$ cat src/rtl/uart_pkg.sv
// Shared UART/framing constants: byte width, frame header, parser state encoding.
// Latency: n/a (package).
// Backpressure: n/a (package).
package uart_pkg;

  localparam int BYTE_W = 8;

  // Default start-of-frame byte.
  localparam logic [BYTE_W-1:0] HDR_DEF = 8'hA5;

  // System clock and line rate shared with the UART receiver.
  localparam int CLK_HZ        = 25_000_000;
  localparam int BAUD          = 9600;
  localparam int BITS_PER_CHAR = 10;

  // One full character time in clk cycles, rounded up (26042 at 25 MHz / 9600).
  localparam int TIMEOUT_DEF = (CLK_HZ * BITS_PER_CHAR + BAUD - 1) / BAUD;

  // Frame parser states.
  typedef enum logic [2:0] {
    IDLE,
    LEN,
    PAYLOAD,
    CSUM,
    SEND
  } state_t;

endpackage

$ cat src/rtl/frame_buf.sv
// Single-frame payload store: DEPTH x byte register array, one write port, async read.
// Latency: write lands on the next clk edge; read is combinational from raddr.
// Backpressure: none; the parser only writes while filling and only reads while sending.
module frame_buf
  import uart_pkg::*;
#(
  parameter int DEPTH = 16,
  parameter int AW    = 4
) (
  input  logic              clk,
  input  logic              we,
  input  logic [AW-1:0]     waddr,
  input  logic [BYTE_W-1:0] wdata,
  input  logic [AW-1:0]     raddr,
  output logic [BYTE_W-1:0] rdata
);

  logic [BYTE_W-1:0] mem [DEPTH];

  // Payload bytes are stored as they arrive; contents need no reset.
  always_ff @(posedge clk) begin
    if (we) begin
      mem[waddr] <= wdata;
    end
  end

  assign rdata = mem[raddr];

endmodule

$ cat src/rtl/rx_frame_parser.sv
// Frame parser: UART bytes -> [HDR][len][payload][csum] -> validated payload on valid/ready.
// Latency: first m_valid one cycle after the checksum byte strobe; then one byte per accepted handshake.
// Backpressure: m_data/m_last hold while m_ready=0; bytes arriving during SEND are dropped with an overrun pulse.
// Optional FRAME_TIMEOUT_EN: inter-byte gap timeout inside a frame (err_timeout); otherwise err_timeout is 0.
module rx_frame_parser
  import uart_pkg::*;
#(
  parameter int                MAX_LEN = 16,
  parameter logic [BYTE_W-1:0] HDR     = HDR_DEF
`ifdef FRAME_TIMEOUT_EN
  ,
  parameter int                TIMEOUT_CYCLES = TIMEOUT_DEF
`endif
) (
  input  logic              clk,
  input  logic              rst,
  input  logic [BYTE_W-1:0] data_rx,
  input  logic              done_rx,
  output logic [BYTE_W-1:0] m_data,
  output logic              m_valid,
  output logic              m_last,
  input  logic              m_ready,
  output logic              frame_ok,
  output logic              err_len,
  output logic              err_csum,
  output logic              err_timeout,
  output logic              overrun
);

  // Buffer address width and a length width able to hold MAX_LEN itself.
  localparam int AW = (MAX_LEN > 1) ? $clog2(MAX_LEN) : 1;
  localparam int LW = $clog2(MAX_LEN + 1);

  state_t            state;
  logic [LW-1:0]     len;
  logic [AW-1:0]     idx;
  logic [AW-1:0]     rd_idx;
  logic [BYTE_W-1:0] csum;
  logic              buf_we;
  logic [BYTE_W-1:0] buf_rdata;
  logic              tmo_hit;

  assign buf_we = done_rx && (state == PAYLOAD);

  frame_buf #(
    .DEPTH (MAX_LEN),
    .AW    (AW)
  ) u_frame_buf (
    .clk   (clk),
    .we    (buf_we),
    .waddr (idx),
    .wdata (data_rx),
    .raddr (rd_idx),
    .rdata (buf_rdata)
  );

  // rd_idx is a register and the buffer is frozen in SEND, so m_data is stable under stall.
  assign m_data = m_valid ? buf_rdata : '0;

`ifdef FRAME_TIMEOUT_EN
  localparam int GW = $clog2(TIMEOUT_CYCLES + 1);

  logic          in_frame;
  logic [GW-1:0] gap_cnt;

  assign in_frame = (state == LEN) || (state == PAYLOAD) || (state == CSUM);

  // A byte strobe in the same cycle as expiry wins: the frame is still alive.
  assign tmo_hit = in_frame && !done_rx && (gap_cnt == GW'(TIMEOUT_CYCLES - 1));

  // Count idle cycles since the last byte while a frame is open.
  always_ff @(posedge clk or posedge rst) begin
    if (rst) begin
      gap_cnt <= '0;
    end else if (!in_frame || done_rx || tmo_hit) begin
      gap_cnt <= '0;
    end else begin
      gap_cnt <= gap_cnt + GW'(1);
    end
  end
`else
  assign tmo_hit = 1'b0;
`endif

  // Parser FSM: header/length/payload/checksum capture, then replay of the buffered payload.
  always_ff @(posedge clk or posedge rst) begin
    if (rst) begin
      state       <= IDLE;
      len         <= '0;
      idx         <= '0;
      rd_idx      <= '0;
      csum        <= '0;
      m_valid     <= 1'b0;
      m_last      <= 1'b0;
      frame_ok    <= 1'b0;
      err_len     <= 1'b0;
      err_csum    <= 1'b0;
      err_timeout <= 1'b0;
      overrun     <= 1'b0;
    end else begin
      frame_ok    <= 1'b0;
      err_len     <= 1'b0;
      err_csum    <= 1'b0;
      err_timeout <= 1'b0;
      overrun     <= 1'b0;

      if (tmo_hit) begin
        err_timeout <= 1'b1;
        state       <= IDLE;
      end else begin
        unique case (state)
          IDLE: begin
            if (done_rx && (data_rx == HDR)) begin
              state <= LEN;
            end
          end

          LEN: begin
            if (done_rx) begin
              if ((data_rx == '0) || (int'(data_rx) > MAX_LEN)) begin
                err_len <= 1'b1;
                state   <= IDLE;
              end else begin
                len   <= LW'(data_rx);
                csum  <= data_rx;
                idx   <= '0;
                state <= PAYLOAD;
              end
            end
          end

          PAYLOAD: begin
            if (done_rx) begin
              csum <= csum + data_rx;
              idx  <= idx + AW'(1);
              if ((LW'(idx) + LW'(1)) == len) begin
                state <= CSUM;
              end
            end
          end

          CSUM: begin
            if (done_rx) begin
              if (data_rx == csum) begin
                frame_ok <= 1'b1;
                rd_idx   <= '0;
                m_valid  <= 1'b1;
                m_last   <= (len == LW'(1));
                state    <= SEND;
              end else begin
                err_csum <= 1'b1;
                state    <= IDLE;
              end
            end
          end

          SEND: begin
            // Only one frame fits in the buffer; anything arriving now is lost.
            if (done_rx) begin
              overrun <= 1'b1;
            end
            if (m_ready) begin
              if (m_last) begin
                m_valid <= 1'b0;
                m_last  <= 1'b0;
                state   <= IDLE;
              end else begin
                rd_idx <= rd_idx + AW'(1);
                m_last <= ((LW'(rd_idx) + LW'(2)) == len);
              end
            end
          end

          default: begin
            state <= IDLE;
          end
        endcase
      end
    end
  end

endmodule
$ cat config.mk
export PLATFORM = sky130hd
export DESIGN_NAME = rx_frame_parser
export DESIGN_NICKNAME = d
export VERILOG_FILES = /design/src/rtl/uart_pkg.sv /design/src/rtl/frame_buf.sv /design/src/rtl/rx_frame_parser.sv
export SDC_FILE = /design/constraint.sdc
export NUM_CORES = 1
export LEC_CHECK = 0
export ABC_AREA = 1
export BUFFER_PORTS_ARGS = -buffer_cell sky130_fd_sc_hd__buf_2
export CAP_MARGIN = 20
export CORE_MARGIN = 4
export CORE_UTILIZATION = 55
export DETAILED_ROUTE_END_ITERATION = 8
export HOLD_SLACK_MARGIN = 0.05
export PLACE_DENSITY_LB_ADDON = 0.1
export SYNTH_ARGS = -nofsm -noshare
export SYNTH_HDL_FRONTEND = slang
export SYNTH_SLANG_ARGS = --single-unit
export TNS_END_PERCENT = 5
$ cat constraint.sdc
create_clock -name clk -period 2.9 [get_ports clk]
set_input_delay 0.58 -clock clk [delete_from_list [all_inputs] [get_ports clk]]
set_output_delay 0.58 -clock clk [all_outputs]
set_load 0.02 [all_outputs]
# Word level (Yosys, flattened, before mapping)
# Memory sizes are Yosys's and may differ from the RTL's.
# Cells that the tools add are included.
dict set report totals {
  regBits 30
  ram_bits 128
  mem_count 1
}
dict set report classes {
  addsub 5
  order_cmp 1
  eq_ne 19
  muxes 47
  n_bitwise 1
  reduce_logical 13
}
# name depth word_bits rd rd_clocked_by_memory_dff wr line
set mem_list {}
lappend mem_list {u_frame_buf.mem 16 8 1 0 1 frame_buf.sv:18} ;# logic [BYTE_W-1:0] mem [DEPTH];
# cell n
set op_table {}
lappend op_table {{2-to-1 mux 8 bit} 4}
lappend op_table {{2-to-1 mux 4 bit} 7}
lappend op_table {{2-to-1 mux 3 bit} 8}
lappend op_table {{2-to-1 mux 1 bit} 21}
lappend op_table {{!= test 2 bit (second input constant)} 9}
lappend op_table {{case mux 4 bit (2 select lines)} 2}
lappend op_table {{case mux 8 bit (2 select lines)} 1}
lappend op_table {{case mux 3 bit (5 select lines)} 1}
lappend op_table {{equality test 5 bit} 2}
lappend op_table {{AND reduction 5 bit} 2}
lappend op_table {{adder 4 x 1 -> 4 bit (second input constant)} 2}
lappend op_table {{adder 8 bit} 1}
lappend op_table {{equality test 8 bit} 1}
lappend op_table {{equality test 8 bit (second input constant)} 1}
lappend op_table {{> comparator 8 x 5 -> 1 bit (second input constant)} 1}
lappend op_table {{zero test 8 bit} 1}
lappend op_table {{AND reduction 4 bit} 2}
lappend op_table {{AND reduction 7 bit} 1}
lappend op_table {{equality test 3 x 2 -> 1 bit (second input constant)} 2}
lappend op_table {{adder 4 x 1 -> 5 bit (second input constant)} 1}
lappend op_table {{adder 4 x 2 -> 5 bit (second input constant)} 1}
lappend op_table {{equality test 5 x 1 -> 1 bit (second input constant)} 1}
lappend op_table {{case mux 1 bit (2 select lines)} 2}
lappend op_table {{nonzero test 2 bit} 2}
lappend op_table {{other kinds (9)} 10}

# Logic depth before layout (Yosys ltp)
# Gate-level depths: netlist of the first run.
dict set report depth {
  word_depth 5
  ltp_mapped 10
}

# Modules after synthesis
# A second synthesis of the first run with hierarchy kept.
dict set report hier_totals {
  hier_cells 857
  area_unflattened_um2 7718.7
}
# module instances cells_per_inst area_per_inst_um2 seq_area_each_um2
set modules_own_cells {}
lappend modules_own_cells {frame_buf 1 543 5606.6 3843.7}
lappend modules_own_cells {rx_frame_parser 1 314 2112.0 750.7}

# Worst setup path after synthesis of the first run
# No wires, ideal clock.
dict set report synth_path {
  kind {register to output}
  startpoint {reg rd_idx[1]}
  endpoint {out m_data[6]}
  arrival_ns 1.496
  t_required_ns 2.320
  setup_slack_ns 0.824
  stages_incl_launch_ff 8
  n_path_buf 2
  path_cell_list {dfrtp_1 > buf_2 > inv_2 > buf_2 > o21ai_0 > o211ai_1 > o211ai_1 > a21oi_1}
}
dict set report synth_between {
  elab_chain_cells 2
}
# item line
set synth_lines {}
lappend synth_lines {{start, declared} rx_frame_parser.sv:37} ;# logic [AW-1:0] rd_idx;
lappend synth_lines {{start signal, assigned} rx_frame_parser.sv:168} ;# rd_idx <= rd_idx + AW'(1);
lappend synth_lines {{memory (16 x 8 bit)} n/a}
lappend synth_lines {{2-to-1 mux 8 bit} rx_frame_parser.sv:58} ;# assign m_data = m_valid ? buf_rdata : '0;
lappend synth_lines {{end, declared} rx_frame_parser.sv:19} ;# output logic [BYTE_W-1:0] m_data,
# Every way passes these cells.

# Final worst setup path of the first run
dict set report layout_path {
  startpoint {reg rd_idx[0]}
  endpoint {out m_data[5]}
}
# Same word-level chain as after synthesis.

==> results.md, run 1 <==
- Slew Limit Fails: 0
- Worst Setup Path Type: reg -> out
- Clk pin slew, worst setup/hold paths: 0.06 ns
- Initial antenna violation count: 0
- Initial Utilization: 56.8%
- Post-layout util: 64.5%
- Launching element type of the critical path: register
- EDFF count, synth: 128
- Number of buffers inserted by port buffering: 25
- Remaining antenna violation count after routing: 0
- Fraction of post-synthesis cell area in the top cell type by area: 53.0%
- Cell taking the most area after synthesis: sky130_fd_sc_hd__edfxtp_1
- Compound-gate portion of the synthesized area: 12.4%
- Netlist Area Pre-Place: 7250 sq um
- Share of layout cells above drive strength 1: 15.6%
- Result of the run: finished clean
- # rows: 41
- Type of the worst min-delay path: in -> async
- Number of clock buffers inserted by TritonCTS: 17
- Final HPWL from detailed placement: 11200 um
- Die extent in x: 123 um
- Via density per instance: 5.65
- Endpoint type of the worst setup path: output pin
- Per-instance average area after synthesis: 10.8 sq um
- Launching instance or port of the critical path: rd_idx[0]
- Headroom to the max-slew limit: 60.6%
- Period Utilization, post-route: 94.3%
- Bufs on Longest Clock Path: 2
- Number of buffers inserted by hold repair at cts: 0
- Worst setup skew after layout: 0.00936 ns
- Root buffer cell: sky130_fd_sc_hd__clkbuf_16
- Post-route setup slack: 0.164 ns
- Fraction of the mapped netlist area in adder cells: 2.52%
- Simple-gate share of the synthesized area: 15.6%
- Drt pass-1 iters: 5
- Post-layout net count: 744
- MaxCap Viol Count: 0
- Vias: 5105
- CTS tree: yes
- CP arrival: 2.16 ns
- Height of the chip: 123 um
- Number of top-level design ports: 27
- Fin Setup TNS: 0 ns
- Worst-case register-to-register setup slack: 0.73 ns
- Number of register bits inferred by synthesis: 158
- Share of cell area taken by muxes after synthesis: 0%
- Drt wl/cell: 18.9 um
- Worst slack at placement: 0.465 ns
- Area of the die: 15100 sq um
- Endpoint of the worst-slack reg-to-reg timing path: u_frame_buf.mem[3][2]
- Final weighted congestion of routability-driven global placement: 0.857
- Fraction of the yosys area taken by sequential cells: 63.4%
- Final critical-path required period: 2.74 ns
- Post-CTS setup-driven buffer insertion count: 0
- Beginning of the worst register-to-register path: state[0]
- Main combinational cell family by area after synthesis: simple AND/OR/NAND/NOR gates
- Area added between synthesis and finish: 13.7%
- Largest net degree at the start of global routing: 55
- Antenna diode instance count: 0
- Synth unique cells: 43
- Global-route wire length before repair: 26900 um
- Cell count of the worst reg-to-reg path: 6
- Pwr per Cell Area: 816 nW/um^2
- Primary flip-flop cell chosen by synthesis mapping: sky130_fd_sc_hd__edfxtp_1
- Syn_nets: 700
- Commonest non-fill, non-tap cell in the layout: sky130_fd_sc_hd__edfxtp_1
- LEAKAGE: 0.00316 uW
- Gr usage total: 24.2%
- Post-Route WL: 17100 um
- Maximum vdd drop: 0.401 mV
- Least-Margin Pin Slew: 0.591 ns
- Setup repair after global routing missed its margin: yes
- Remaining global-route overflow: 0
- Highest fanout seen on the critical path: 25
- Deepest level of the CTS H-tree: 4
- Total count of hold-check failures in the final report: 0
- Clock sink count: 158
- Remaining design rule violation count: 0
- Later-pin clock latency in the skew report: 0.42 ns
- Maximum clock frequency: 365 MHz
- Largest cells by area after synthesis: sky130_fd_sc_hd__edfxtp_1, sky130_fd_sc_hd__dfrtp_1, sky130_fd_sc_hd__nor2_1
- CTS resizes: 0
- Setup-violating endpoint count in the final report: 0
- Worst endpoint required time: 2.32 ns
- Critical path endpoint: m_data[5]
- Asr flop ratio synth: 19.0%
- Initial detailed-routing violation count: 466
- Number of global-route vias before repair: 4843
- Post-synthesis share of cell area spent on xor and xnor gates: 1.45%
- Syn Inst Count: 674
- Synth Warn #: 0
- Most frequent cells in the layout: sky130_fd_sc_hd__edfxtp_1, sky130_fd_sc_hd__nor2_1, sky130_fd_sc_hd__nand2_1
- Core outline area: 12800 sq um
==> worst min-delay path by stage <==
| stage | startpoint | to | slack, ns |
|---|---|---|---|
| floorplan | csum[5] | csum[5] | 0.45 |
| CTS | rst | csum[1] | 0.43 |
| finish | rst | csum[3] | 0.13 |
| global placement | csum[2] | csum[2] | 0.47 |
| global route | rst | csum[3] | 0.13 |
| detailed placement | csum[2] | csum[2] | 0.48 |
==> area by class of cell <==
class / count / area, sq um
flip-flops and latches: 158 / 4600
fillers: 983 / 4530
multi-input cells: 445 / 2320
clock buffers: 21 / 450
repair buffers: 57 / 402
well taps: 172 / 215
inverters: 39 / 146
clock inverters: 11 / 118
==> synthesized netlist by cell type (8+ instances only) <==
cell	number
sky130_fd_sc_hd__o21ai_2	9
sky130_fd_sc_hd__dfrtp_1	30
sky130_fd_sc_hd__o21ai_0	67
sky130_fd_sc_hd__edfxtp_1	128
sky130_fd_sc_hd__nand3_1	26
sky130_fd_sc_hd__buf_2	13
sky130_fd_sc_hd__nand2_1	87
sky130_fd_sc_hd__o21ai_1	21
sky130_fd_sc_hd__ha_1	13
sky130_fd_sc_hd__o211ai_1	31
sky130_fd_sc_hd__nor2_1	122
sky130_fd_sc_hd__a21oi_1	16
sky130_fd_sc_hd__nand4_1	9
sky130_fd_sc_hd__xor2_1	9
sky130_fd_sc_hd__clkbuf_1	8
sky130_fd_sc_hd__inv_1	35
==> layer usage <==
layer	GRT usage, %	wire length [um]
met5	0	0
met4	9.10	345
met3	5.16	1030
met2	36.8	8220
met1	34.4	7500
==> state kept, by name, summed over array words and instances (netlist names) <==
| signal | flops |
|---|---|
| err_len | 1 |
| csum | 8 |
| err_csum | 1 |
| overrun | 1 |
| frame_ok | 1 |
| rd_idx | 4 |
| idx | 4 |
| state | 3 |
| m_last | 1 |
| m_valid | 1 |
| len | 5 |
| u_frame_buf.mem | 128 |
==> stage by stage <==
stage | total power, uW | hold slack, ns | instance area, sq um | std cells
finish | 6730 | 0.127 | 8240 | 903
global route | 7120 | 0.135 | 8240 | 903
CTS | 6730 | 0.431 | 8210 | 902
detailed placement | 4610 | 0.479 | 7640 | 870
global placement | 4550 | 0.473 | 7640 | 870
floorplan | 4160 | 0.453 | 7250 | 674
==> worst max-delay path: stages (launching register included) <==
cell and delay, ns:
sky130_fd_sc_hd__dfrtp_2 0.43, sky130_fd_sc_hd__inv_2 0.06, sky130_fd_sc_hd__buf_4 0.27, sky130_fd_sc_hd__buf_4 0.24, sky130_fd_sc_hd__nor2_1 0.05, sky130_fd_sc_hd__o211ai_1 0.19
sky130_fd_sc_hd__o211ai_1 0.11, sky130_fd_sc_hd__a21oi_1 0.18, sky130_fd_sc_hd__buf_2 0.19
==> kinds of logic (layout without fill, tap and decap cells) <==
family,after synthesis,after routing
buf+inv,71,128
simple gates,266,266
flops,158,158
fa+ha+maj,14,14
compound gates,152,152
other cells,1,1
xor+xnor,12,12
==> report_power, final <==
| part | total, uW | switching [uW] | internal, uW |
|---|---|---|---|
| combinational | 1860 | 1230 | 632 |
| sequential | 2740 | 147 | 2590 |
| clock | 2130 | 845 | 1280 |
| total | 6730 | 2220 | 4510 |
No activity file was read; power rests on OpenSTA's default activity.
==> run 2: changes to the inputs <==
- MAX_ROUTING_LAYER: not set -> met4
==> results.md, run 2 (synthesized netlist as in run 1, its figures left out) <==
- Height of the chip: 123 um (unchanged)
- Post-layout net count: 744 (unchanged)
- Highest fanout seen on the critical path: 25 (unchanged)
- # rows: 41 (unchanged)
- Worst endpoint required time: 2.32 ns (about the same)
- Drt wl/cell: 18.8 um (-0.63%)
- Drt pass-1 iters: 5 (unchanged)
- Deepest level of the CTS H-tree: 4 (unchanged)
- Maximum clock frequency: 365 MHz (-0.16%)
- Post-route setup slack: 0.160 ns (-0.00436 ns)
- Proportion of total power due to net switching: 32.9% (-0.070 points)
- Worst setup skew after layout: 0.00868 ns (-0.000673 ns)
- Core outline area: 12800 sq um (unchanged)
- Antenna diode instance count: 0 (unchanged)
- Result of the run: finished clean
- Pwr per Cell Area: 815 nW/um^2 (-0.10%)
- CP arrival: 2.16 ns (about the same)
- MaxCap Viol Count: 0 (unchanged)
- Number of buffers inserted by hold repair at cts: 0 (unchanged)
- Setup repair after global routing missed its margin: yes
- Most frequent cells in the layout: sky130_fd_sc_hd__edfxtp_1, sky130_fd_sc_hd__nor2_1, sky130_fd_sc_hd__nand2_1
- Clock sink count: 158 (unchanged)
- Period Utilization, post-route: 94.5% (+0.15 points)
- Gr usage total: 24.9% (+0.67 points)
- Share of layout cells above drive strength 1: 15.6% (unchanged)
- Worst slack at placement: 0.465 ns (unchanged)
- Remaining antenna violation count after routing: 0 (unchanged)
- Worst Setup Path Type: reg -> out
- Clk pin slew, worst setup/hold paths: 0.06 ns (about the same)
- Max FFs per register: 128 (unchanged)
- Initial antenna violation count: 0 (unchanged)
- Met2 capacity usage during global routing: 37.0% (+0.24 points)
- Area added between synthesis and finish: 13.7% (unchanged)
- Post-Route WL: 17000 um (-0.63%)
- Part of the power in registers: 40.8% (about the same)
- Fin Setup TNS: 0 ns (unchanged)
- Part of the total power dissipated in the clock network: 31.7% (about the same)
- Number of top-level design ports: 27 (unchanged)
- Root buffer cell: sky130_fd_sc_hd__clkbuf_16
- Number of buffers inserted by port buffering: 25 (unchanged)
- Commonest non-fill, non-tap cell in the layout: sky130_fd_sc_hd__edfxtp_1
- Global-route wire length before repair: 26800 um (-0.10%)
- Launching element type of the critical path: register
- Initial detailed-routing violation count: 479 (+2.8%)
- Endpoint of the worst-slack reg-to-reg timing path: u_frame_buf.mem[3][2]
- Endpoint type of the worst setup path: output pin
- Cell count of the worst reg-to-reg path: 6 (unchanged)
- Beginning of the worst register-to-register path: state[0]
- Cell-internal power: 4510 uW (about the same)
- Grt peak-use layer: met2
- Vias: 5129 (+0.47%)
- Total count of hold-check failures in the final report: 0 (unchanged)
- Final weighted congestion of routability-driven global placement: 0.870 (+1.6%)
- Least-Margin Pin Slew: 0.587 ns (-0.00424 ns)
- CTS resizes: 0 (unchanged)
- Setup-violating endpoint count in the final report: 0 (unchanged)
- Maximum vdd drop: 0.403 mV (+0.53%)
- P_sw: 2210 uW (-0.31%)
- Largest net degree at the start of global routing: 55 (unchanged)
- Final HPWL from detailed placement: 11200 um (unchanged)
- LEAKAGE: 0.00316 uW (unchanged)
- Later-pin clock latency in the skew report: 0.42 ns (about the same)
- Initial Utilization: 56.8% (unchanged)
- Via density per instance: 5.68 (+0.47%)
- Bufs on Longest Clock Path: 2 (unchanged)
- Post-CTS setup-driven buffer insertion count: 0 (unchanged)
- Met3 Track Usage GR: 5.71% (+0.55 points)
- Area of the die: 15100 sq um (unchanged)
- Register bank with the most flops: u_frame_buf.mem
- Headroom to the max-slew limit: 60.9% (+0.28 points)
- Remaining global-route overflow: 0 (unchanged)
- Remaining design rule violation count: 0 (unchanged)
- Largest registers ranked by flip-flop count: u_frame_buf.mem (128), csum (8), len (5)
- Worst-case register-to-register setup slack: 0.72 ns (about the same)
- Type of the worst min-delay path: in -> async
- Number of global-route vias before repair: 4854 (+0.23%)
- CTS tree: yes
- Portion of total power attributed to combinational logic: 27.6% (about the same)
- Die extent in x: 123 um (unchanged)
- Number of clock buffers inserted by TritonCTS: 17 (unchanged)
- Final critical-path required period: 2.74 ns (+0.00436 ns)
- Slew Limit Fails: 0 (unchanged)
- Met1 track utilization from global routing: 34.2% (-0.25 points)
## run 2: worst max path at each step
stage | start | end | slack [ns]
after floorplan | rd_idx[1] | m_data[6] | 0.82
after global placement | data_rx[5] | rd_idx[3] | 0.50
after detailed placement | data_rx[6] | rd_idx[3] | 0.46
after CTS | rd_idx[0] | m_data[0] | 0.13
after global routing | rd_idx[0] | m_data[5] | -0.003
final | rd_idx[0] | m_data[5] | 0.16
## run 2: per-layer routing
| layer | up-vias | share of wire [%] |
|---|---|---|
| met5 | - | 0 |
| met3 | 18 | 6.3 |
| met1 | 2492 | 44 |
| li1 | 2448 | - |
| met2 | 171 | 48 |
| met4 | 0 | 1.8 |
## run 2: final cells by class
type | count | area [sq um]
Clock inverter | 11 | 118
Fill cell | 983 | 4530
Timing Repair Buffer | 57 | 402
Sequential cell | 158 | 4600
Tap cell | 172 | 215
Clock buffer | 21 | 450
Multi-Input combinational cell | 445 | 2320
Inverter | 39 | 146
## run 2: power groups by stage
stage | sequential, uW | combinational (uW) | clock [uW]
4_1_cts | 2730 | 1850 | 2150
6_report | 2740 | 1850 | 2130
3_5_place_dp | 2780 | 1830 | 0
3_3_place_gp | 2770 | 1780 | 0
2_1_floorplan | 2750 | 1410 | 0
5_1_grt | 2760 | 2090 | 2280
## run 2: worst max-delay path: stages, from the launching register on
cell and delay [ns]:
sky130_fd_sc_hd__dfrtp_2 0.43, sky130_fd_sc_hd__inv_2 0.06, sky130_fd_sc_hd__buf_4 0.27, sky130_fd_sc_hd__buf_4 0.24
sky130_fd_sc_hd__nor2_1 0.05, sky130_fd_sc_hd__o211ai_1 0.20, sky130_fd_sc_hd__o211ai_1 0.11, sky130_fd_sc_hd__a21oi_1 0.18
sky130_fd_sc_hd__buf_2 0.19
## run 2: through the flow
stage | hold slack (ns) | cells | cell area [sq um] | total power [uW] | util, %
final | 0.127 | 903 | 8240 | 6720 | 64.5
after floorplan | 0.453 | 674 | 7250 | 4160 | -
after CTS | 0.431 | 902 | 8210 | 6730 | 64.3
after global placement | 0.473 | 870 | 7640 | 4550 | 59.8
after global routing | 0.134 | 903 | 8240 | 7120 | 64.5
after detailed placement | 0.479 | 870 | 7640 | 4610 | 59.8
==> run 3: changes to the inputs <==
- CELL_PAD_IN_SITES_DETAIL_PLACEMENT: not set -> 1
- CELL_PAD_IN_SITES_GLOBAL_PLACEMENT: not set -> 2
- CORE_UTILIZATION: 55 -> 45
- HOLD_SLACK_MARGIN: 0.05 -> not set
==> results.md, run 3 (synthesized netlist as in run 1, its figures left out) <==
- Height of the chip: 135 um (+9.9%)
- Worst endpoint required time: 2.32 ns (about the same)
- Flip-flop and latch area: 4600 sq um (about the same)
- Final weighted congestion of routability-driven global placement: 0.811 (-6.8%)
- Worst-case register-to-register setup slack: 0.62 ns (-0.10 ns)
- Core outline area: 15800 sq um (+24%)
- Pwr per Cell Area: 846 nW/um^2 (+3.8%)
- Initial antenna violation count: 0 (unchanged)
- Number of clock buffers inserted by TritonCTS: 17 (unchanged)
- Number of global-route vias before repair: 5565 (+15%)
- Area added between synthesis and finish: 15.7%
- Die extent in x: 135 um (+9.9%)
- Launching element type of the critical path: register
- Total count of hold-check failures in the final report: 0 (unchanged)
- Filler cell count: 1706 (+74%)
- Global-route wire length before repair: 31300 um (+16%)
- Remaining antenna violation count after routing: 0 (unchanged)
- Cell Count, Final, Fillers Out: 944 (+4.5%)
- Root buffer cell: sky130_fd_sc_hd__clkbuf_16
- Total Power: 7090 uW (+5.6%)
- Initial Utilization: 45.8% (-11 points)
- Period Utilization, post-route: 97.2% (+2.7 points)
- Number of buffers inserted by port buffering: 25 (unchanged)
- Post-layout util: 53.0% (-12 points)
- Final critical-path required period: 2.82 ns (+0.0792 ns)
- Endpoint type of the worst setup path: output pin
- Deepest level of the CTS H-tree: 4 (unchanged)
- CP arrival: 2.24 ns (+0.08 ns)
- Post-route setup slack: 0.0804 ns (-0.0792 ns)
- Bufs on Longest Clock Path: 2 (unchanged)
- MaxCap Viol Count: 0 (unchanged)
- Commonest non-fill, non-tap cell in the layout: sky130_fd_sc_hd__edfxtp_1
- LEAKAGE: 0.00318 uW (+0.53%)
- CTS tree: yes
- Drt pass-1 iters: 5 (unchanged)
- Via density per instance: 5.57 (-1.9%)
- Clk pin slew, worst setup/hold paths: 0.06 ns (about the same)
- Antenna diode instance count: 0 (unchanged)
- Maximum clock frequency: 355 MHz (-2.8%)
- Most frequent cells in the layout: sky130_fd_sc_hd__edfxtp_1, sky130_fd_sc_hd__nor2_1, sky130_fd_sc_hd__nand2_1
- Highest fanout seen on the critical path: 24 (-4.0%)
- Number of buffers inserted by hold repair at cts: 0 (unchanged)
- Result of the run: finished clean
- Share of layout cells above drive strength 1: 16.1% (+0.48 points)
- Post-Route WL: 21000 um (+24%)
- Clock sink count: 158 (unchanged)
- Drt wl/cell: 22.3 um (+18%)
- Post-layout net count: 741 (-0.40%)
- Setup-violating endpoint count in the final report: 0 (unchanged)
- Largest registers ranked by flip-flop count: u_frame_buf.mem (128), csum (8), len (5)
- Max FFs per register: 128 (unchanged)
- Vias: 5262 (+2.6%)
- Headroom to the max-slew limit: 42.0% (-19 points)
- Register bank with the most flops: u_frame_buf.mem
- Maximum vdd drop: 0.462 mV (+15%)
- Area of the die: 18200 sq um (+21%)
- Later-pin clock latency in the skew report: 0.44 ns (+0.02 ns)
- Least-Margin Pin Slew: 0.867 ns (+0.280 ns)
- Remaining design rule violation count: 0 (unchanged)
- Slew Limit Fails: 0 (unchanged)
- Initial detailed-routing violation count: 441 (-7.9%)
- Worst setup skew after layout: 0.00984 ns (+0.00116 ns)
- Number of top-level design ports: 27 (unchanged)
- Setup repair after global routing missed its margin: yes
- Area used by multi-input combinational logic: 2330 sq um (+0.49%)
- Remaining global-route overflow: 0 (unchanged)
- Final HPWL from detailed placement: 13500 um (+21%)
- Largest net degree at the start of global routing: 65 (+18%)
- Placed instance count: 909 (+4.5%)
- Worst Setup Path Type: reg -> out
- Gr usage total: 23.8% (-1.1 points)
- # rows: 46 (+12%)
- Worst slack at placement: 0.353 ns (-0.111 ns)
- Type of the worst min-delay path: in -> async
[run 3: cell count changes in the layout (fill, tap and decap cells not counted), sizes merged]
cell	delta
buf	-6
clkbuf	+3
clkinv	-2
clkinvlp	+1
inv	+1
[run 3: per-stage QoR]
stage	hold slack, ns	cell area [sq um]	TNS, ns
2_1_floorplan	0.453	7250	0
3_3_place_gp	0.468	7690	0
3_5_place_dp	0.482	7690	0
4_1_cts	0.230	8290	0
5_1_grt	0.247	8390	-0.0527
6_report	0.216	8390	0
[run 3: final timing paths]
check                           depth (start not counted)                    end      start
worst max-delay path                                    7              m_data[1]  rd_idx[0]
worst min-delay path                                    3              rd_idx[2]        rst
worst max register to register                          5  u_frame_buf.mem[5][5]   state[0]
worst min register to register                          2                csum[2]    csum[2]
max in group asynchronous                               3              rd_idx[0]        rst
min in group clk                                        3               state[2]    m_ready
[run 3: routing by layer]
metal  vias to the layer above  GRT usage [%]  routed length (um)  part of all wire (%)
met5                         -              -                   0                     0
met4                         0           9.29                 467                   2.2
met3                        36           3.91                 603                   2.9
met2                        86           40.3               11000                    53
met1                      2700           28.7                8880                    42
li1                       2440              -                   -                     -
[run 3: area by class of cell]
| class | instances | share of cell area [%] |
|---|---|---|
| Sequential cell | 158 | 54.8 |
| Multi-Input combinational cell | 445 | 27.8 |
| Clock buffer | 21 | 5.49 |
| Timing Repair Buffer | 54 | 5.25 |
| Tap cell | 216 | 3.22 |
| Inverter | 39 | 1.86 |
| Clock inverter | 11 | 1.58 |
[run 3: where the power goes]
group          internal (uW)  switching [uW]  total (uW)  leakage, uW
logic                    706            1350        2060      0.00136
clock network           1320             942        2260     0.000273
registers               2590             180        2770      0.00155
[run 3: critical path: stages (launching register included)]
cell and delay [ns]:
sky130_fd_sc_hd__dfrtp_4 0.57, sky130_fd_sc_hd__inv_8 0.17, sky130_fd_sc_hd__buf_16 0.18, sky130_fd_sc_hd__nor2_1 0.08, sky130_fd_sc_hd__o211ai_1 0.24, sky130_fd_sc_hd__o211ai_1 0.16
sky130_fd_sc_hd__a21oi_2 0.19, sky130_fd_sc_hd__buf_2 0.19
[run 3: what timing repair did]
item | CTS | global route
gates cloned | 0 | 3
pin swaps | 0 | 3
resized for setup | 5 | 11
endpoints found under the setup margin | 7 | 7
setup buffers | 0 | 0
